--- src/rtl/player_input_pkg.sv ---
// player_input_pkg
//   Shared types and helpers for the player-input arbiter.
//   - state_e       : arbiter FSM states (IDLE / ARMED / LATCHED)
//   - MAX_PLAYERS   : width of the priority-encoder input vector
//   - DEF_NUM_PLAYERS, DEF_ID_W : default top-level sizing
//   - prio_enc()    : index of the lowest set bit (0 when none set)
package player_input_pkg;

    localparam int unsigned MAX_PLAYERS     = 4;
    localparam int unsigned DEF_NUM_PLAYERS = 4;
    localparam int unsigned DEF_ID_W        = 2;

    typedef enum logic [1:0] {
        S_IDLE    = 2'd0,
        S_ARMED   = 2'd1,
        S_LATCHED = 2'd2
    } state_e;

    // Fixed priority: the lowest index wins among simultaneous presses.
    function automatic logic [1:0] prio_enc(input logic [MAX_PLAYERS-1:0] v);
        logic [1:0] idx;
        logic       found;
        idx   = '0;
        found = 1'b0;
        for (int unsigned i = 0; i < MAX_PLAYERS; i++) begin
            if (v[i] && !found) begin
                idx   = 2'(i);
                found = 1'b1;
            end
        end
        return idx;
    endfunction

endpackage

--- src/rtl/player_input_arbiter_button_debounce.sv ---
// button_debounce
//   One raw button: 2-flop synchroniser, stability counter, rising-edge
//   detector. The debounced level flips after the synchronised level has
//   disagreed with it for DEBOUNCE_CYCLES consecutive cycles.
// Ports:
//   clk    : system clock
//   rst    : synchronous active-low reset
//   btn_i  : raw asynchronous button, active-high
//   db_o   : debounced level
//   edge_o : one-cycle pulse, high in the first cycle db_o is high
module button_debounce #(
    parameter logic [15:0] DEBOUNCE_CYCLES = 16'd50000
) (
    input  logic clk,
    input  logic rst,
    input  logic btn_i,
    output logic db_o,
    output logic edge_o
);

    logic        sync1_q, sync2_q;
    logic        db_q, db_d;
    logic [15:0] cnt_q, cnt_d;
    logic        edge_q, edge_d;

    always_comb begin
        db_d  = db_q;
        cnt_d = cnt_q;
        if (sync2_q == db_q) begin
            cnt_d = '0;
        end else if (cnt_q == DEBOUNCE_CYCLES - 16'd1) begin
            db_d  = ~db_q;
            cnt_d = '0;
        end else begin
            cnt_d = cnt_q + 16'd1;
        end
        // Edge computed from the next level so the pulse lines up with the
        // first cycle of the new debounced high.
        edge_d = db_d & ~db_q;
    end

    always_ff @(posedge clk) begin
        if (!rst) begin
            sync1_q <= 1'b0;
            sync2_q <= 1'b0;
            db_q    <= 1'b0;
            cnt_q   <= '0;
            edge_q  <= 1'b0;
        end else begin
            sync1_q <= btn_i;
            sync2_q <= sync1_q;
            db_q    <= db_d;
            cnt_q   <= cnt_d;
            edge_q  <= edge_d;
        end
    end

    assign db_o   = db_q;
    assign edge_o = edge_q;

endmodule

--- src/rtl/player_input_arbiter.sv ---
// player_input_arbiter
//   Debounces the player buttons and, while armed, latches the first player
//   to press. The sticky playerInputFlag feeds the data memory's player-input
//   flag word (address 37).
// Optional feature macro: PLAYER_INPUT_TIMEOUT_EN
//   Adds parameter TIMEOUT_CYCLES and output timeout; an unanswered round
//   returns to IDLE after TIMEOUT_CYCLES cycles in ARMED.
// Ports:
//   clk, rst        : clock, synchronous active-low reset
//   btn             : raw buttons, active-high
//   arm, clear      : one-cycle round open / close pulses
//   playerInputFlag : high while a winner is latched
//   player_id       : index of the latched winner (held through IDLE)
//   btn_db          : debounced button levels
//   press_edge      : one-cycle rising-edge pulses of btn_db
//   armed           : high in the ARMED state
//   timeout         : (optional) one-cycle pulse on round expiry
module player_input_arbiter
    import player_input_pkg::*;
#(
    parameter int unsigned NUM_PLAYERS     = DEF_NUM_PLAYERS,
    parameter logic [15:0] DEBOUNCE_CYCLES = 16'd50000,
    parameter int unsigned ID_W            = DEF_ID_W
`ifdef PLAYER_INPUT_TIMEOUT_EN
    ,parameter logic [31:0] TIMEOUT_CYCLES = 32'd100_000_000
`endif
) (
    input  logic                   clk,
    input  logic                   rst,
    input  logic [NUM_PLAYERS-1:0] btn,
    input  logic                   arm,
    input  logic                   clear,
    output logic                   playerInputFlag,
    output logic [ID_W-1:0]        player_id,
    output logic [NUM_PLAYERS-1:0] btn_db,
    output logic [NUM_PLAYERS-1:0] press_edge,
    output logic                   armed
`ifdef PLAYER_INPUT_TIMEOUT_EN
    ,output logic                  timeout
`endif
);

    for (genvar g = 0; g < NUM_PLAYERS; g++) begin : g_btn
        button_debounce #(
            .DEBOUNCE_CYCLES(DEBOUNCE_CYCLES)
        ) u_db (
            .clk    (clk),
            .rst    (rst),
            .btn_i  (btn[g]),
            .db_o   (btn_db[g]),
            .edge_o (press_edge[g])
        );
    end

    // Unused upper inputs stay zero, so the encoder never reports an index
    // at or above NUM_PLAYERS.
    logic [MAX_PLAYERS-1:0] pe_ext;
    always_comb begin
        pe_ext                  = '0;
        pe_ext[NUM_PLAYERS-1:0] = press_edge;
    end

    state_e          state_q;
    logic            flag_q;
    logic [ID_W-1:0] id_q;
    logic            armed_q;
`ifdef PLAYER_INPUT_TIMEOUT_EN
    logic [31:0]     tcnt_q;
    logic            timeout_q;
`endif

    // Priority within a cycle: clear > press_edge > (timeout) > arm.
    always_ff @(posedge clk) begin
        if (!rst) begin
            state_q   <= S_IDLE;
            flag_q    <= 1'b0;
            id_q      <= '0;
            armed_q   <= 1'b0;
`ifdef PLAYER_INPUT_TIMEOUT_EN
            tcnt_q    <= '0;
            timeout_q <= 1'b0;
`endif
        end else begin
`ifdef PLAYER_INPUT_TIMEOUT_EN
            timeout_q <= 1'b0;
`endif
            case (state_q)
                S_IDLE: begin
                    if (arm && !clear) begin
                        state_q <= S_ARMED;
                        armed_q <= 1'b1;
`ifdef PLAYER_INPUT_TIMEOUT_EN
                        tcnt_q  <= '0;
`endif
                    end
                end
                S_ARMED: begin
                    if (clear) begin
                        state_q <= S_IDLE;
                        armed_q <= 1'b0;
                    end else if (|pe_ext) begin
                        state_q <= S_LATCHED;
                        armed_q <= 1'b0;
                        flag_q  <= 1'b1;
                        id_q    <= ID_W'(prio_enc(pe_ext));
                    end
`ifdef PLAYER_INPUT_TIMEOUT_EN
                    else if (tcnt_q == TIMEOUT_CYCLES - 32'd1) begin
                        state_q   <= S_IDLE;
                        armed_q   <= 1'b0;
                        timeout_q <= 1'b1;
                    end else begin
                        tcnt_q <= tcnt_q + 32'd1;
                    end
`endif
                end
                S_LATCHED: begin
                    if (clear) begin
                        state_q <= S_IDLE;
                        flag_q  <= 1'b0;
                    end
                end
                default: begin
                    state_q <= S_IDLE;
                    flag_q  <= 1'b0;
                    armed_q <= 1'b0;
                end
            endcase
        end
    end

    assign playerInputFlag = flag_q;
    assign player_id       = id_q;
    assign armed           = armed_q;
`ifdef PLAYER_INPUT_TIMEOUT_EN
    assign timeout         = timeout_q;
`endif

endmodule

--- config.mk ---
export PLATFORM = sky130hd
export DESIGN_NAME = player_input_arbiter
export DESIGN_NICKNAME = d
export VERILOG_FILES = /design/src/rtl/player_input_pkg.sv /design/src/rtl/player_input_arbiter_button_debounce.sv /design/src/rtl/player_input_arbiter.sv
export SDC_FILE = /design/constraint.sdc
export NUM_CORES = 1
export LEC_CHECK = 0
export CORE_MARGIN = 1
export CORE_UTILIZATION = 59
export CTS_CLUSTER_DIAMETER = 50
export DETAILED_ROUTE_END_ITERATION = 12
export HOLD_SLACK_MARGIN = 0.03
export PLACE_DENSITY_LB_ADDON = 0.3
export SYNTH_ARGS = -nofsm -noshare
export SYNTH_HDL_FRONTEND = slang
export SYNTH_SLANG_ARGS = --single-unit
export TNS_END_PERCENT = 20
--- constraint.sdc ---
create_clock -name clk -period 2.1 [get_ports clk]
set_input_delay 0.42 -clock clk [delete_from_list [all_inputs] [get_ports clk]]
set_output_delay 0.42 -clock clk [all_outputs]
set_load 0.02 [all_outputs]
==> results.cfg, run 1 <==
[cells_and_area]
fin_nets = 442
area_growth_pct = 10.85
n_fill_cell = 489
antennaDiodeCount = 0
drive_gt1_frac = 0.06207

[sta]
finalWorstSetupSlack_ns = 0.2398
min_period_ns = 1.860
tightest_slew_ns = 0.6295
max_freq_mhz = 537.6
fin_crit_sh = 0.8858
rsz0062_at_grt = false
finClkSkew_ns = 0.01064
finalSetupTns_ns = 0
hold_viol = 0
final_max_slew_viol_count = 0
setup_viol = 0
relSlewSlack = 0.5765

[clock_tree]
clock_latency_ns = 0.36
htree_levels = 3
clk_path_buf_depth = 2
ctsHoldBuffers = 0
ctsResizeCount = 0
clk_pin_slew_ns = 0.08
root_buffer = clkbuf_8
postCtsSetupBuffers = 0
cts.sinks = 86
numCtsBuffers = 9
cts_tree = yes

[detailed_routing]
viasPerCell = 5.561
vias = 2836
drc = 0
drt-total-wl_um = 6496
routedWlPerCell_um = 12.74
drt_first_pass_iters = 4
postRouteAntennaNets = 0
dr.first_iter.drc_count = 118

[floorplanning]
io_pins = 20
die_w_um = 81.07
core-area_um2 = 5991
rows = 28
die_area_um2 = 6572
start_util = 0.6157
die_h_um = 81.07

[logic_synthesis]
synthFlopType = dfxtp_1
seq_area_frac_synth = 0.4668
synth_top_cell_area_share = 0.4668
ys_seq_elements = 86
synthCells = 412
synth_edf_count = 0
synthTopCellsByArea = dfxtp_1 (47%), xnor2_1 (11%), nor2_1 (7.7%)
ys_types = 33
yosysWarnings = 0
synth.avg_cell_area_um2 = 8.953
synth_nets = 424
netlist.top_cell.by_area = dfxtp_1
yosys-top-cells-count = dfxtp_1 (86), nor2_1 (76), xnor2_1 (45), nand2_1 (23), nor4_1 (22)
synthArstFlopShare = 0
syn-cell-area_um2 = 3689
yosys.cell_count.top_type = dfxtp_1

[critical_path]
crit_required_ns = 2.35
setup.worst_path.end_class = register
cpMaxStageDelayCell = or4_4
crit_path_start_kind = register
crit_type = reg -> reg
critPathMaxFanout = 15
cpPeakStageDelay_ns = 0.59
path_cells = or4b_1 > or4_4 > nand3_4 > nor2_1
cp.arrival_ns = 2.11

[power_and_ir_drop]
finalPower_mw = 2.846
powerDensity_nw_per_um2 = 696.1
vdd_drop_max_v = 0.0004747
p_leak_nw = 1.288

[global_route]
grt_overflow = 0
grt_pass1_vias = 2686
grt_pass1_wl_um = 11470
antenna_found_initial = 0
grt_max_degree = 25
grt.total_usage = 0.2278

[min_path]
min_path_type = reg -> reg

[placed_design]
dp_slack_ns = 0.2403
port_buffers = 19
gp_congestion = 0.8551
dp_hpwl_um = 4560

[job]
drv_cap = 0

[status]
outcome = finished, final reports clean
## metrics by stage
stage | instance area [um2] | std cells | hold WS, ns | util
after floorplan | 3689 | 412 | 0.4119 | -
after global placement | 3897 | 494 | 0.4163 | 0.6506
after detailed placement | 3897 | 494 | 0.4204 | 0.6506
after CTS | 4089 | 510 | 0.4369 | 0.6825
after global routing | 4089 | 510 | 0.4586 | 0.6825
final | 4089 | 510 | 0.4342 | 0.6825
## per-layer routing
metal / wire length (um) / vias to the layer above / global-route usage
li1: - / 1435 / -
met1: 3066 / 1324 / 0.2804
met2: 3030 / 63 / 0.3706
met3: 263 / 14 / 0.05506
met4: 134 / 0 / 0.1143
met5: 0 / - / 0
## worst max-delay path, delay by kind of cell, from the launching register on
kind             cells  cell delay [ns]
DFF                  1             0.36
and+or+nand+nor      4             1.39
## power by group
group	leakage, nW	switching, mW	internal [mW]
Sequential	0.695	0.00865	1.64
Clock	0.0818	0.583	0.550
Combinational	0.511	0.0323	0.0315
Total	1.29	0.624	2.22
## layout by cell type, fill, tap and decap left out, types with 3 or more instances in the layout
master and count:
dfxtp_1 86, nor3_1 17, ha_1 4, nand4_1 17, xnor2_1 45, o21ai_0 5
a21oi_1 4, or3_1 3, nor2b_1 4, nor2_1 76, and2_1 9, nand2_1 23
nand3_1 21, mux2i_1 6, nor4_1 22, xor2_1 13, buf_4 5, and3_1 5
clkdlybuf4s50_1 19, clkbuf_8 9, inv_1 16, clkinvlp_4 4
## kinds of logic (layout without fill, tap and decap cells)
family	Yosys count	count (layout)	synth area share
simple gates	212	212	0.2954
flops	86	86	0.4668
xor+xnor	58	58	0.1377
buf+inv	33	56	0.04681
compound gates	13	13	0.02340
mux	6	6	0.01628
fa+ha+maj	4	4	0.01357
## path summary, 6_finish.rpt
kind                                        startpoint                     end  slack (ns)  cells after the start
worst max-delay path            g_btn[0].u_db.cnt_q[7]  g_btn[0].u_db.cnt_q[7]        0.24                      4
worst min-delay path             g_btn[2].u_db.sync1_q   g_btn[2].u_db.sync2_q        0.43                      1
worst max register to register  g_btn[0].u_db.cnt_q[7]  g_btn[0].u_db.cnt_q[7]        0.24                      4
worst min register to register   g_btn[2].u_db.sync1_q   g_btn[2].u_db.sync2_q        0.43                      1
## cell type report
| type | count | area, um2 | area share |
|---|---|---|---|
| flip-flops and latches | 86 | 1722 | 0.4211 |
| clock buffers | 11 | 131.4 | 0.03213 |
| repair buffers | 24 | 227.7 | 0.05569 |
| multi-input cells | 293 | 1794 | 0.4388 |
| inverters | 16 | 60.06 | 0.01469 |
| well taps | 75 | 93.84 | 0.02295 |
| clock inverters | 5 | 60.06 | 0.01469 |
## state kept, by name, indices dropped and copies added (netlist names)
| name | count |
|---|---|
| g_btn.u_db.cnt_q | 64 |
| armed | 1 |
| playerInputFlag | 1 |
| g_btn.u_db.db_o | 4 |
| g_btn.u_db.sync2_q | 4 |
| state_q | 2 |
| g_btn.u_db.edge_o | 4 |
| player_id | 2 |
| g_btn.u_db.sync1_q | 4 |
Power figures use the tool's default switching activity.
==> run 2, diff against run 1 <==
--- a/config.mk
+++ b/config.mk
@@ -6,9 +6,10 @@
 export NUM_CORES = 1
 export LEC_CHECK = 0
 export CORE_MARGIN = 1
-export CORE_UTILIZATION = 59
+export CORE_UTILIZATION = 65
 export CTS_CLUSTER_DIAMETER = 50
 export DETAILED_ROUTE_END_ITERATION = 12
+export DONT_BUFFER_PORTS = 1
 export HOLD_SLACK_MARGIN = 0.03
 export PLACE_DENSITY_LB_ADDON = 0.3
 export SYNTH_ARGS = -nofsm -noshare
==> constraint.sdc (replaced) <==
create_clock -name clk -period 2.2 [get_ports clk]
set_input_delay 0.44 -clock clk [delete_from_list [all_inputs] [get_ports clk]]
set_output_delay 0.44 -clock clk [all_outputs]
set_load 0.02 [all_outputs]
==> run 2 against run 1 <==
Sequential share of layout area is 1.8 points higher. Core utilization is 3.4 points higher. Sequential power is 4% lower. Non-clock buffer count is 21 lower. Count of clock-buffer cells in the layout stayed put. Combinational power is 50% lower. Wire length is 1.9% higher. Cell count is 4.7% lower. Clock power is 12% higher. Cell area is 4.1% lower. Flip-flop and latch count stayed put. Worst setup slack better by 0.094 ns. Largest cell class unchanged.
==> results.cfg, run 2 (synthesis gave the netlist of run 1 again) <==
[critical_path]
setup.worst_path.end_class = register
reg2reg_from = g_btn[0].u_db.cnt_q[7]
crit_type = reg -> reg
critPathLaunch = g_btn[0].u_db.cnt_q[7]
crit_path_start_kind = register
critPathMaxFanout = 15
reg2regPathDepth = 4
r2r_setup_slack_ns = 0.33
cp.arrival_ns = 2.11
worst_r2r_endpoint = g_btn[0].u_db.cnt_q[8]
crit_required_ns = 2.45
crit_end = g_btn[0].u_db.cnt_q[8]

[global_route]
grt_overflow = 0
grt-busiest-layer = met2
antenna_found_initial = 0
grt_pass1_vias = 2490
use_met3 = 0.08000
grtUsageMet1 = 0.2909
grt_max_degree = 30
grt_pass1_wl_um = 11220
grt.total_usage = 0.2393
grt.met2_usage = 0.3752

[cells_and_area]
layout_commonest_cell = dfxtp_1
largest_register_ff_count = 64
drive_gt1_frac = 0.06522
stdcell_count = 486
antennaDiodeCount = 0
fin_util = 0.7165
n_fill_cell = 413
max_flop_register = g_btn.u_db.cnt_q
fin_nets = 421
final_cell_mix = dfxtp_1 (86), nor2_1 (76), xnor2_1 (45)
area_growth_pct = 6.309
design_area_um2 = 3921

[clock_tree]
htree_levels = 3
postCtsSetupBuffers = 0
clk_pin_slew_ns = 0.08
clk_path_buf_depth = 2
numCtsBuffers = 9
clock_latency_ns = 0.36
ctsResizeCount = 0
ctsHoldBuffers = 0
cts_tree = yes
root_buffer = clkbuf_8
cts.sinks = 86

[sta]
fin_crit_sh = 0.8482
hold_viol = 0
final_max_slew_viol_count = 0
min_period_ns = 1.866
rsz0062_at_grt = false
max_freq_mhz = 535.9
finalSetupTns_ns = 0
setup_viol = 0
relSlewSlack = 0.6052
hold_ws_ns = 0.1501
finClkSkew_ns = 0.006176
tightest_slew_ns = 0.5868

[detailed_routing]
drc = 0
vias = 2722
viasPerCell = 5.601
drt-total-wl_um = 6620
dr.first_iter.drc_count = 124
routedWlPerCell_um = 13.62
postRouteAntennaNets = 0
drt_first_pass_iters = 4

[power_and_ir_drop]
switching_power_uw = 594.3
swShare = 0.2066
p_comb_frac = 0.011
seqPwrFrac = 0.548
vdd_drop_max_v = 0.0005568
clkPwrFrac = 0.440
p_leak_nw = 1.243
powerDensity_nw_per_um2 = 733.4
p_int_mw = 2.282

[floorplanning]
rows = 27
die_w_um = 77.33
io_pins = 20
die_area_um2 = 5980
die_h_um = 77.33
start_util = 0.6740
core-area_um2 = 5473

[placed_design]
port_buffers = 0
gp_congestion = 0.8661
dp.cells = 470
dp_hpwl_um = 4493
placed_cell_area_um2 = 3689

[job]
drv_cap = 0

[status]
outcome = finished, final reports clean

[min_path]
min_path_type = in -> reg
==> run 2: cell count changes in the layout (fill, tap and decap cells not counted) <==
cell	delta
bufinv_16	+1
clkbuf_1	-2
clkinv_4	+1
clkdlybuf4s50_1	-19
clkbuf_8	+2
buf_4	-2
clkinvlp_4	-3
clkinv_2	+1
==> run 2: critical path, cell delays in order, from the launching register on <==
cell and delay (ns):
dfxtp_1 0.37, or4b_1 0.53, or4_4 0.58, nand3_4 0.20, nor2_1 0.07
==> run 2: layout make-up <==
class / instances / area [um2] / area share
clock inverter: 5 / 81.33 / 0.02074
sequential: 86 / 1722 / 0.4391
tap: 72 / 90.09 / 0.02297
timing repair buffer: 3 / 22.52 / 0.005743
clock buffer: 11 / 151.4 / 0.03861
inverter: 16 / 60.06 / 0.01532
multi-input combinational: 293 / 1794 / 0.4576
==> run 2: per-stage QoR <==
step / power, mW / setup WS, ns
after global routing: 2.969 / 0.2647
after global placement: 1.644 / 0.3849
final: 2.876 / 0.3339
after floorplan: 1.647 / 0.3829
after CTS: 2.893 / 0.3293
after detailed placement: 1.647 / 0.3345
==> run 2: metal layers <==
metal | vias up | wire length, um
met5 | - | 0
li1 | 1389 | -
met1 | 1253 | 2985
met4 | 0 | 163
met2 | 65 | 3094
met3 | 15 | 378
==> run 2: worst min path at each step <==
| stage | slack [ns] | start | endpoint | cells after the start |
|---|---|---|---|---|
| after floorplan | 0.41 | g_btn[0].u_db.sync1_q | g_btn[0].u_db.sync2_q | 1 |
| after global routing | 0.14 | clear | state_q[1] | 1 |
| after CTS | 0.14 | clear | state_q[1] | 1 |
| after global placement | 0.41 | g_btn[0].u_db.sync1_q | g_btn[0].u_db.sync2_q | 1 |
| after detailed placement | 0.42 | g_btn[0].u_db.sync1_q | g_btn[0].u_db.sync2_q | 1 |
| final | 0.15 | clear | state_q[1] | 1 |
==> run 2: power by group through the flow <==
stage / combinational [mW] / sequential (mW) / clock [mW]
5_1_grt: 0.0363 / 1.58 / 1.35
4_1_cts: 0.0325 / 1.58 / 1.28
3_5_place_dp: 0.0325 / 1.61 / 0
2_1_floorplan: 0.0364 / 1.61 / 0
3_3_place_gp: 0.0305 / 1.61 / 0
6_report: 0.0320 / 1.58 / 1.27
==> run 3, diff against run 2 <==
--- a/config.mk
+++ b/config.mk
@@ -6,7 +6,7 @@
 export NUM_CORES = 1
 export LEC_CHECK = 0
 export CORE_MARGIN = 1
-export CORE_UTILIZATION = 65
+export CORE_UTILIZATION = 62
 export CTS_CLUSTER_DIAMETER = 50
 export DETAILED_ROUTE_END_ITERATION = 12
 export DONT_BUFFER_PORTS = 1
==> constraint.sdc (replaced) <==
create_clock -name clk -period 1.8 [get_ports clk]
set_input_delay 0.36 -clock clk [delete_from_list [all_inputs] [get_ports clk]]
set_output_delay 0.36 -clock clk [all_outputs]
set_load 0.02 [all_outputs]
==> run 3 against run 2 <==
Worst setup slack worse by 0.31 ns. Critical path depth unchanged. Clock skew increased by 0.0018 ns. Highest routed layer unchanged. Sequential share of layout area fell by 1.4 points. Via count is 3.7% higher. Count of clock-buffer cells in the layout decreased by 2. Combinational power grew 36%. Critical endpoint is now g_btn[0].u_db.cnt_q[5]. Die area is 4.7% higher. Flip-flop and latch count is the same.
==> results.cfg, run 3 (synthesis gave the netlist of run 1 again) <==
[clock_tree]
clk_pin_slew_ns = 0.09
root_buffer = clkbuf_8
htree_levels = 3
ctsHoldBuffers = 0
cts.sinks = 86
numCtsBuffers = 9
clk_path_buf_depth = 2
clock_latency_ns = 0.35
postCtsSetupBuffers = 0
cts_tree = yes

[cells_and_area]
stdcell_count = 503
largest_register_ff_count = 64
layout_commonest_cell = dfxtp_1
max_flop_register = g_btn.u_db.cnt_q
area_growth_pct = 10.18
multiInputGateArea_um2 = 1832
final_cell_mix = dfxtp_1 (83), nor2_1 (75), xnor2_1 (45)
fin_util = 0.7247
design_area_um2 = 4064
n_fill_cell = 445
drive_gt1_frac = 0.1114
antennaDiodeCount = 0
regArea_um2 = 1725
fin_nets = 438

[detailed_routing]
viasPerCell = 5.614
postRouteAntennaNets = 0
vias = 2824
routedWlPerCell_um = 13.49
drt_first_pass_iters = 4
drt-total-wl_um = 6785
dr.first_iter.drc_count = 144
drc = 0

[floorplanning]
rows = 27
start_util = 0.6577
die_area_um2 = 6262
io_pins = 20
die_h_um = 79.13
core-area_um2 = 5608
die_w_um = 79.13

[sta]
rsz0062_at_grt = true
min_period_ns = 1.777
setup_viol = 0
fin_crit_sh = 0.9871
relSlewSlack = 0.6510
finalWorstSetupSlack_ns = 0.02321
final_max_slew_viol_count = 0
finClkSkew_ns = 0.007978
hold_ws_ns = 0.07562
max_freq_mhz = 562.8
finalSetupTns_ns = 0
hold_viol = 0
tightest_slew_ns = 0.5217

[critical_path]
reg2reg_from = g_btn[0].u_db.cnt_q[7]
crit_required_ns = 2.04
crit_path_start_kind = register
r2r_setup_slack_ns = 0.02
critPathMaxFanout = 8
cp.arrival_ns = 2.02
crit_type = reg -> reg
reg2regPathDepth = 4
worst_r2r_endpoint = g_btn[0].u_db.cnt_q[5]
path_cells = or4b_1 > or4_4 > nand3_4 > nor2_1
cpPeakStageDelay_ns = 0.61
cpMaxStageDelayCell = or4_4
setup.worst_path.end_class = register

[global_route]
grt_pass1_wl_um = 11470
grt.total_usage = 0.2346
grt_overflow = 0
grt_pass1_vias = 2679
antenna_found_initial = 0
grt_max_degree = 30

[job]
drv_cap = 0

[power_and_ir_drop]
powerDensity_nw_per_um2 = 850.6
finalPower_mw = 3.457
vdd_drop_max_v = 0.0007052
p_leak_nw = 1.318

[min_path]
hp-start = clear
hold_depth = 1
min_to = state_q[1]
min_path_type = in -> reg

[placed_design]
dp_hpwl_um = 4511
placed_cell_area_um2 = 3804
port_buffers = 0
dp.cells = 485
gp_congestion = 0.8137
dp_slack_ns = -0.001590

[status]
outcome = finished, final reports clean
[run 3: changes by cell type in the layout (fill, tap and decap cells not counted), moves of 2 or more]
| cell | previous run | this run |
|---|---|---|
| nand3_4 | 2 | 4 |
| dfxtp_1 | 86 | 83 |
| clkbuf_8 | 11 | 9 |
| dfxtp_2 | 0 | 3 |
| buf_4 | 3 | 18 |
[run 3: worst max path at each step]
stage / from / end / slack [ns] / depth (start not counted)
2_1_floorplan: g_btn[0].u_db.cnt_q[7] / g_btn[0].u_db.cnt_q[10] / 0.00005 / 5
3_3_place_gp: g_btn[0].u_db.cnt_q[5] / g_btn[0].u_db.cnt_q[15] / 0.03 / 4
3_5_place_dp: g_btn[0].u_db.cnt_q[5] / g_btn[0].u_db.cnt_q[9] / -0.002 / 4
4_1_cts: g_btn[0].u_db.cnt_q[5] / g_btn[0].u_db.cnt_q[4] / 0.0001 / 4
5_1_grt: g_btn[0].u_db.cnt_q[7] / g_btn[0].u_db.cnt_q[3] / -0.04 / 4
6_report: g_btn[0].u_db.cnt_q[7] / g_btn[0].u_db.cnt_q[5] / 0.02 / 4
[run 3: layout make-up]
class,count,area share
multi-input cells,295,0.4507
clock inverters,7,0.02401
clock buffers,9,0.03048
inverters,16,0.01478
well taps,72,0.02217
flip-flops and latches,86,0.4246
repair buffers,18,0.03325
[run 3: power by group]
part	internal, mW	total (mW)	leakage (nW)	switching (mW)
Clock	0.786	1.49	0.106	0.700
Combinational	0.0192	0.0435	0.516	0.0244
Sequential	1.91	1.93	0.696	0.0126
Total	2.72	3.46	1.32	0.737
[run 3: metal layers]
layer / vias to the layer above / global-route usage / part of all wire
li1: 1433 / - / -
met1: 1337 / 0.2761 / 0.46
met2: 43 / 0.4034 / 0.49
met3: 11 / 0.05402 / 0.038
met4: 0 / 0.1073 / 0.015
met5: - / 0 / 0
[run 3: timing repair]
action / 4_1_cts / 5_1_grt
pin swaps: 1 / 4
gates resized for setup: 0 / 4
endpoints found under the setup margin: 14 / 32
cloned: 0 / 2
[run 3: critical path: cells and delay by family (launching register included)]
kind,cells,cell delay [ns]
DFF,1,0.32
and+or+nand+nor,4,1.36
==> patch 1: new RTL, settings of run 1 <==
Encoding of `state_e`: now one-hot (3 bits for 3 states).
--- a/src/rtl/player_input_pkg.sv
+++ b/src/rtl/player_input_pkg.sv
@@ -10,10 +10,10 @@
     localparam int unsigned DEF_NUM_PLAYERS = 4;
     localparam int unsigned DEF_ID_W        = 2;
 
-    typedef enum logic [1:0] {
-        S_IDLE    = 2'd0,
-        S_ARMED   = 2'd1,
-        S_LATCHED = 2'd2
+    typedef enum logic [2:0] {
+        S_IDLE    = 3'b001,
+        S_ARMED   = 3'b010,
+        S_LATCHED = 3'b100
     } state_e;
 
     // Fixed priority: the lowest index wins among simultaneous presses.
Behaviour: same outputs for any inputs over 10 cycles, from zero or initial values and one cycle with rst low; not proved beyond that.
==> patch 1 against run 1 <==
Cell area is 4.3% higher. Count of clock-buffer cells in the layout is 1 lower. Non-clock buffer count is 2 higher. Maximum frequency is 3.4% lower. Total power is 9.6% higher. Setup slack worse by 0.065 ns. Sequential cell count is 1 higher. Die area is 2.8% higher. Synthesized area is 2.9% higher. Wire length is 5.8% higher. Critical endpoint is now g_btn[2].u_db.cnt_q[6]. Largest power group unchanged.
==> patch 1: results (changes against run 1) <==
- Clock transition time at the flip-flop clock pins of the worst setup and hold paths: 0.08 ns (about the same)
- The proportion of synthesized area in mux cells came to 1.05% (-0.57 points).
* Routed via count: 2899 (+2.2%)
* Number of warnings reported in the yosys synthesis log: 0 (unchanged)
- Net switching power figure: 0.000607 W (-2.6%)
- The fraction of synthesis flops using an asynchronous set or reset pin is 0% (unchanged).
- Clock skew: 0.00928 ns (-0.00136 ns)
* Critical path data arrival time: 2.16 ns (+0.05 ns)
- The largest voltage drop on the vdd net was 0.460 mV (-3.1%).
* Clock root cell: sky130_fd_sc_hd__clkbuf_8
- Gr usage total: 21.7% (-1.1 points)
- Share of the synthesized area in compound gates (AO/OA/AOI/OAI): 3.16% (+0.82 points)
* Post-synthesis share of cell area spent on xor and xnor gates: 13.8% (+0.071 points)
- Fraction of final layout cells with drive strength greater than 1: 6.53% (+0.32 points)
- The placer congestion estimate came to 0.812 (-5.0%).
* Max transition margin: 61.3% (+3.7 points)
- The number of violations reported at the end of detailed-routing iteration 0 is 130 (+10%).
- Final Routed Wirelength: 6870 µm (+5.8%)
- In this run the worst setup path begins at g_btn[2].u_db.cnt_q[0].
- Fill cell instance count of the final layout: 473 (-3.3%)
- Share of synthesized area occupied by flip-flops and latches: 45.9% (-0.80 points)
- Post-CTS Resized: 0 (unchanged)
- Area added between synthesis and finish: 12.3%
* Number of global-route vias before repair: 2640 (-1.7%)
* R2r setup slk: 0.17 ns (-0.07 ns)
- The adder-cell share of the synthesized area was 1.32% (-0.038 points).
- In this run the worst setup path terminates at g_btn[2].u_db.cnt_q[6].
- Placed wire-length estimate: 4610 µm (+1.1%)
- Final-stage net count: 452 (+2.3%)
- Outcome: finished, final reports clean
* Most used standard cells in the synthesized netlist: 87 x sky130_fd_sc_hd__dfxtp_1, 76 x sky130_fd_sc_hd__nor2_1, 45 x sky130_fd_sc_hd__xnor2_1, 22 x sky130_fd_sc_hd__nand3_1, 20 x sky130_fd_sc_hd__nand2_1
- Wire length of the first global-routing pass: 11300 µm (-1.3%)
- The count of cell types in the netlist came to 41 (+24%).
- Crit path largest cell delay: 0.56 ns (-0.03 ns)
- Maximum number of pins on one net before global-route repair: 17 (-32%)
- By area the synthesized netlist is led by sky130_fd_sc_hd__dfxtp_1 46%, sky130_fd_sc_hd__xnor2_1 10%, sky130_fd_sc_hd__nor2_1 7.5%.
- Among all stages on the critical path, the largest delay is contributed by sky130_fd_sc_hd__or4_1.
- Register-to-Register Path Depth: 6 (+2)
- Post-synthesis net count: 433 (+2.1%)
* Total cell area at the placement stage: 4020 µm² (+3.1%)
- Critical-path maximum fanout: 16 (+1)
* Standby leakage power: 1.35 nW (+4.7%)
## patch 1: how the worst min path moves through the flow
stage | start | end | slack, ns
2_1_floorplan | g_btn[0].u_db.sync1_q | g_btn[0].u_db.sync2_q | 0.41
3_3_place_gp | g_btn[0].u_db.sync1_q | g_btn[0].u_db.sync2_q | 0.41
3_5_place_dp | g_btn[2].u_db.sync1_q | g_btn[2].u_db.sync2_q | 0.42
4_1_cts | g_btn[2].u_db.sync1_q | g_btn[2].u_db.sync2_q | 0.43
5_1_grt | g_btn[3].u_db.sync1_q | g_btn[3].u_db.sync2_q | 0.47
6_report | g_btn[2].u_db.sync1_q | g_btn[2].u_db.sync2_q | 0.43
## patch 1: cell type report
type / instances / share of cell area [%]
multi-input combinational: 303 / 44.4
timing repair buffer: 26 / 5.69
tap: 75 / 2.20
inverter: 13 / 1.14
sequential: 87 / 40.9
clock inverter: 5 / 2.49
clock buffer: 10 / 3.23
## patch 1: per-stage QoR
stage,hold WS (ns),cells,setup WS [ns]
2_1_floorplan,0.412,421,0.247
3_3_place_gp,0.414,504,0.232
3_5_place_dp,0.420,504,0.189
4_1_cts,0.433,519,0.176
5_1_grt,0.467,519,0.0720
6_report,0.431,519,0.175
## patch 1: metal layers
layer | wire (µm) | vias up | global-route usage, %
met5 | 0 | - | 0
met4 | 64 | 0 | 10.4
met3 | 221 | 8 | 4.18
met2 | 3270 | 53 | 35.9
met1 | 3320 | 1366 | 27.0
li1 | - | 1472 | -
## patch 1: power groups by stage
stage / combinational [W] / sequential, W / clock [W]
detailed placement: 0.0000668 / 0.00171 / 0
floorplan: 0.0000406 / 0.00171 / 0
global placement: 0.0000654 / 0.00171 / 0
CTS: 0.0000678 / 0.00167 / 0.00141
global route: 0.0000745 / 0.00167 / 0.00148
finish: 0.0000675 / 0.00167 / 0.00138
==> patch 2: new RTL, flow settings as in run 1 <==
Made on the original files. Build with the macro `PLAYER_INPUT_TIMEOUT_EN` defined.
--- a/src/rtl/player_input_arbiter.sv
+++ b/src/rtl/player_input_arbiter.sv
@@ -15,6 +15,8 @@
 //   press_edge      : one-cycle rising-edge pulses of btn_db
 //   armed           : high in the ARMED state
 //   timeout         : (optional) one-cycle pulse on round expiry
+`define PLAYER_INPUT_TIMEOUT_EN
+
 module player_input_arbiter
     import player_input_pkg::*;
 #(
Check against the original RTL (old outputs only; new: timeout): same outputs for any inputs over 10 cycles, from zero or initial values and one cycle with rst low; that may be too few to reach the edited logic, so the function may still have changed.
==> patch 2 against run 1 <==
Cell area is 68% higher. Non-clock buffer count is 64 higher. Critical path depth up 2. Setup slack worse by 0.24 ns. Synthesized cell count increased by 52%. Synthesized area is 46% higher. Total power is 92% higher. Cell count grew 63%. Clock skew fell by 0.0010 ns. First-iteration DRC count rose to 2.9 times the old value. Wire length grew 120%. Sequential cell count up 33. Count of clock-buffer cells in the layout grew 7. Largest power group is now clock.
==> patch 2: results (changes against run 1) <==
- Outcome: finished, final reports clean
- The number of resized instances in the post-cts repair step is 3 (+3).
* Global routing usage on met3: 8.71% (+3.2 points)
- Fraction of final layout cells with drive strength greater than 1: 18.1% (+12 points)
- Terminus of the critical flop-to-flop path: tcnt_q[0]
- The biggest fanout along the worst timing path is 7 (-8).
* Total cell area at the placement stage: 6120 µm² (+57%)
- The worst setup skew after layout is 0.00961 ns (-0.00103 ns).
- The number of vias per cell was 6.18 (+11%).
- Reg2Reg Launch Point: tcnt_q[11]
* Netlist cell types: 55 (+67%)
* Clock network power share: 55.6% (+16 points)
- Global placement routability congestion: 0.945 (+10%)
- Power attributed to sequential cells: 0.00228 W (+38%)
- The largest voltage drop on the vdd net came to 0.579 mV (+22%).
- Design internal power: 0.00421 W (+89%)
- The setup slack of the most critical reg-to-reg path is 0.001 ns (-0.24 ns).
- Clock Latency Late Sink: 0.53 ns (+0.17 ns)
- Final-stage net count: 723 (+64%)
- The final hold slack was 0.441 ns (+0.00688 ns).
- DP Worst Slack: -0.403 ns (-0.643 ns)
- Clock transition time at the flip-flop clock pins of the worst setup and hold paths: 0.06 ns (-0.02 ns)
* Max transition margin: 68.3% (+11 points)
- Number of levels the H-tree was split into: 4 (+1)
* Violation count after the first detailed-routing iteration: 346 (+190%)
- Placed Cells: 799 (+62%)
* Adder and majority cell fraction of the synthesized area: 1.16% (-0.19 points)
- In this run the most critical hold path is launched from g_btn[1].u_db.sync1_q.
- The length of routed wiring on met1 came to 5990 µm (+95%).
* Number of buffers added by the clock tree synthesis step: 17 (+8)
* Number of global-route vias before repair: 5201 (+94%)
* Final Routed Wirelength: 14500 µm (+120%)
- The area fraction in compound gates after synthesis came to 9.55% (+7.2 points).
- The critical path's largest stage delay came to 0.57 ns (-0.02 ns).
- Number of warnings reported in the yosys synthesis log: 0 (unchanged)
- End point of the most critical hold path: g_btn[1].u_db.sync2_q
* Iteration count of the initial detailed-routing pass: 4 (unchanged)
* Post-Syn Instances: 626 (+52%)
* Total length of routed met3 wires: 881 µm (+230%)
- The met2 routed wirelength was 7210 µm (+140%).
- Register-to-Register Path Depth: 6 (+2)
* Number of antenna violations at the first check in global routing: 0 (unchanged)
- Sorting the synthesized cells by area gives the leading types as sky130_fd_sc_hd__dfxtp_1 44%, sky130_fd_sc_hd__nor2_1 6.6%, sky130_fd_sc_hd__xor2_1 5.2%.
* Final worst path period share: 99.9% (+11 points)
* Fill cell instance count of the final layout: 561 (+15%)
- The routing usage on met2 came to 54.0% (+17 points).
- The half-perimeter wire length after detailed placement is 9380 µm (+110%).
- Post-synthesis mux area share: 0.953% (-0.68 points)
* Post-synthesis net count: 639 (+51%)
* Met1 usage in global routing: 35.9% (+7.9 points)
- The total global-route track usage is 31.6% (+8.8 points).
- Share of synthesized area occupied by flip-flops and latches: 44.2% (-2.4 points)
- The number of input and output port buffers inserted came to 20 (+1).
* Wire length of the first global-routing pass: 24100 µm (+110%)
- The clock network power came to 0.00303 W (+170%).
- Post-synthesis share of cell area spent on xor and xnor gates: 9.76% (-4.0 points)
patch 2: cell types whose count changed after synthesis, moves of 8 or more:
cell | run 1 | this run
sky130_fd_sc_hd__and3_1 | 5 | 19
sky130_fd_sc_hd__nand3_1 | 21 | 41
sky130_fd_sc_hd__dfxtp_1 | 86 | 119
sky130_fd_sc_hd__nand2_1 | 23 | 46
sky130_fd_sc_hd__a31oi_1 | 0 | 16
sky130_fd_sc_hd__nor4_1 | 22 | 8
sky130_fd_sc_hd__nor3_1 | 17 | 25
sky130_fd_sc_hd__xor2_1 | 13 | 32
sky130_fd_sc_hd__xnor2_1 | 45 | 28
sky130_fd_sc_hd__a21oi_1 | 4 | 26
sky130_fd_sc_hd__o21ai_0 | 5 | 14
sky130_fd_sc_hd__nor2_1 | 76 | 94
patch 2: cell type report:
cell class              count  share of cell area (%)
flip-flops and latches    119                    34.8
repair buffers             88                    10.9
clock inverters            14                    2.68
well taps                 108                    1.97
clock buffers              18                    6.24
inverters                  15                   0.822
multi-input cells         469                    42.6
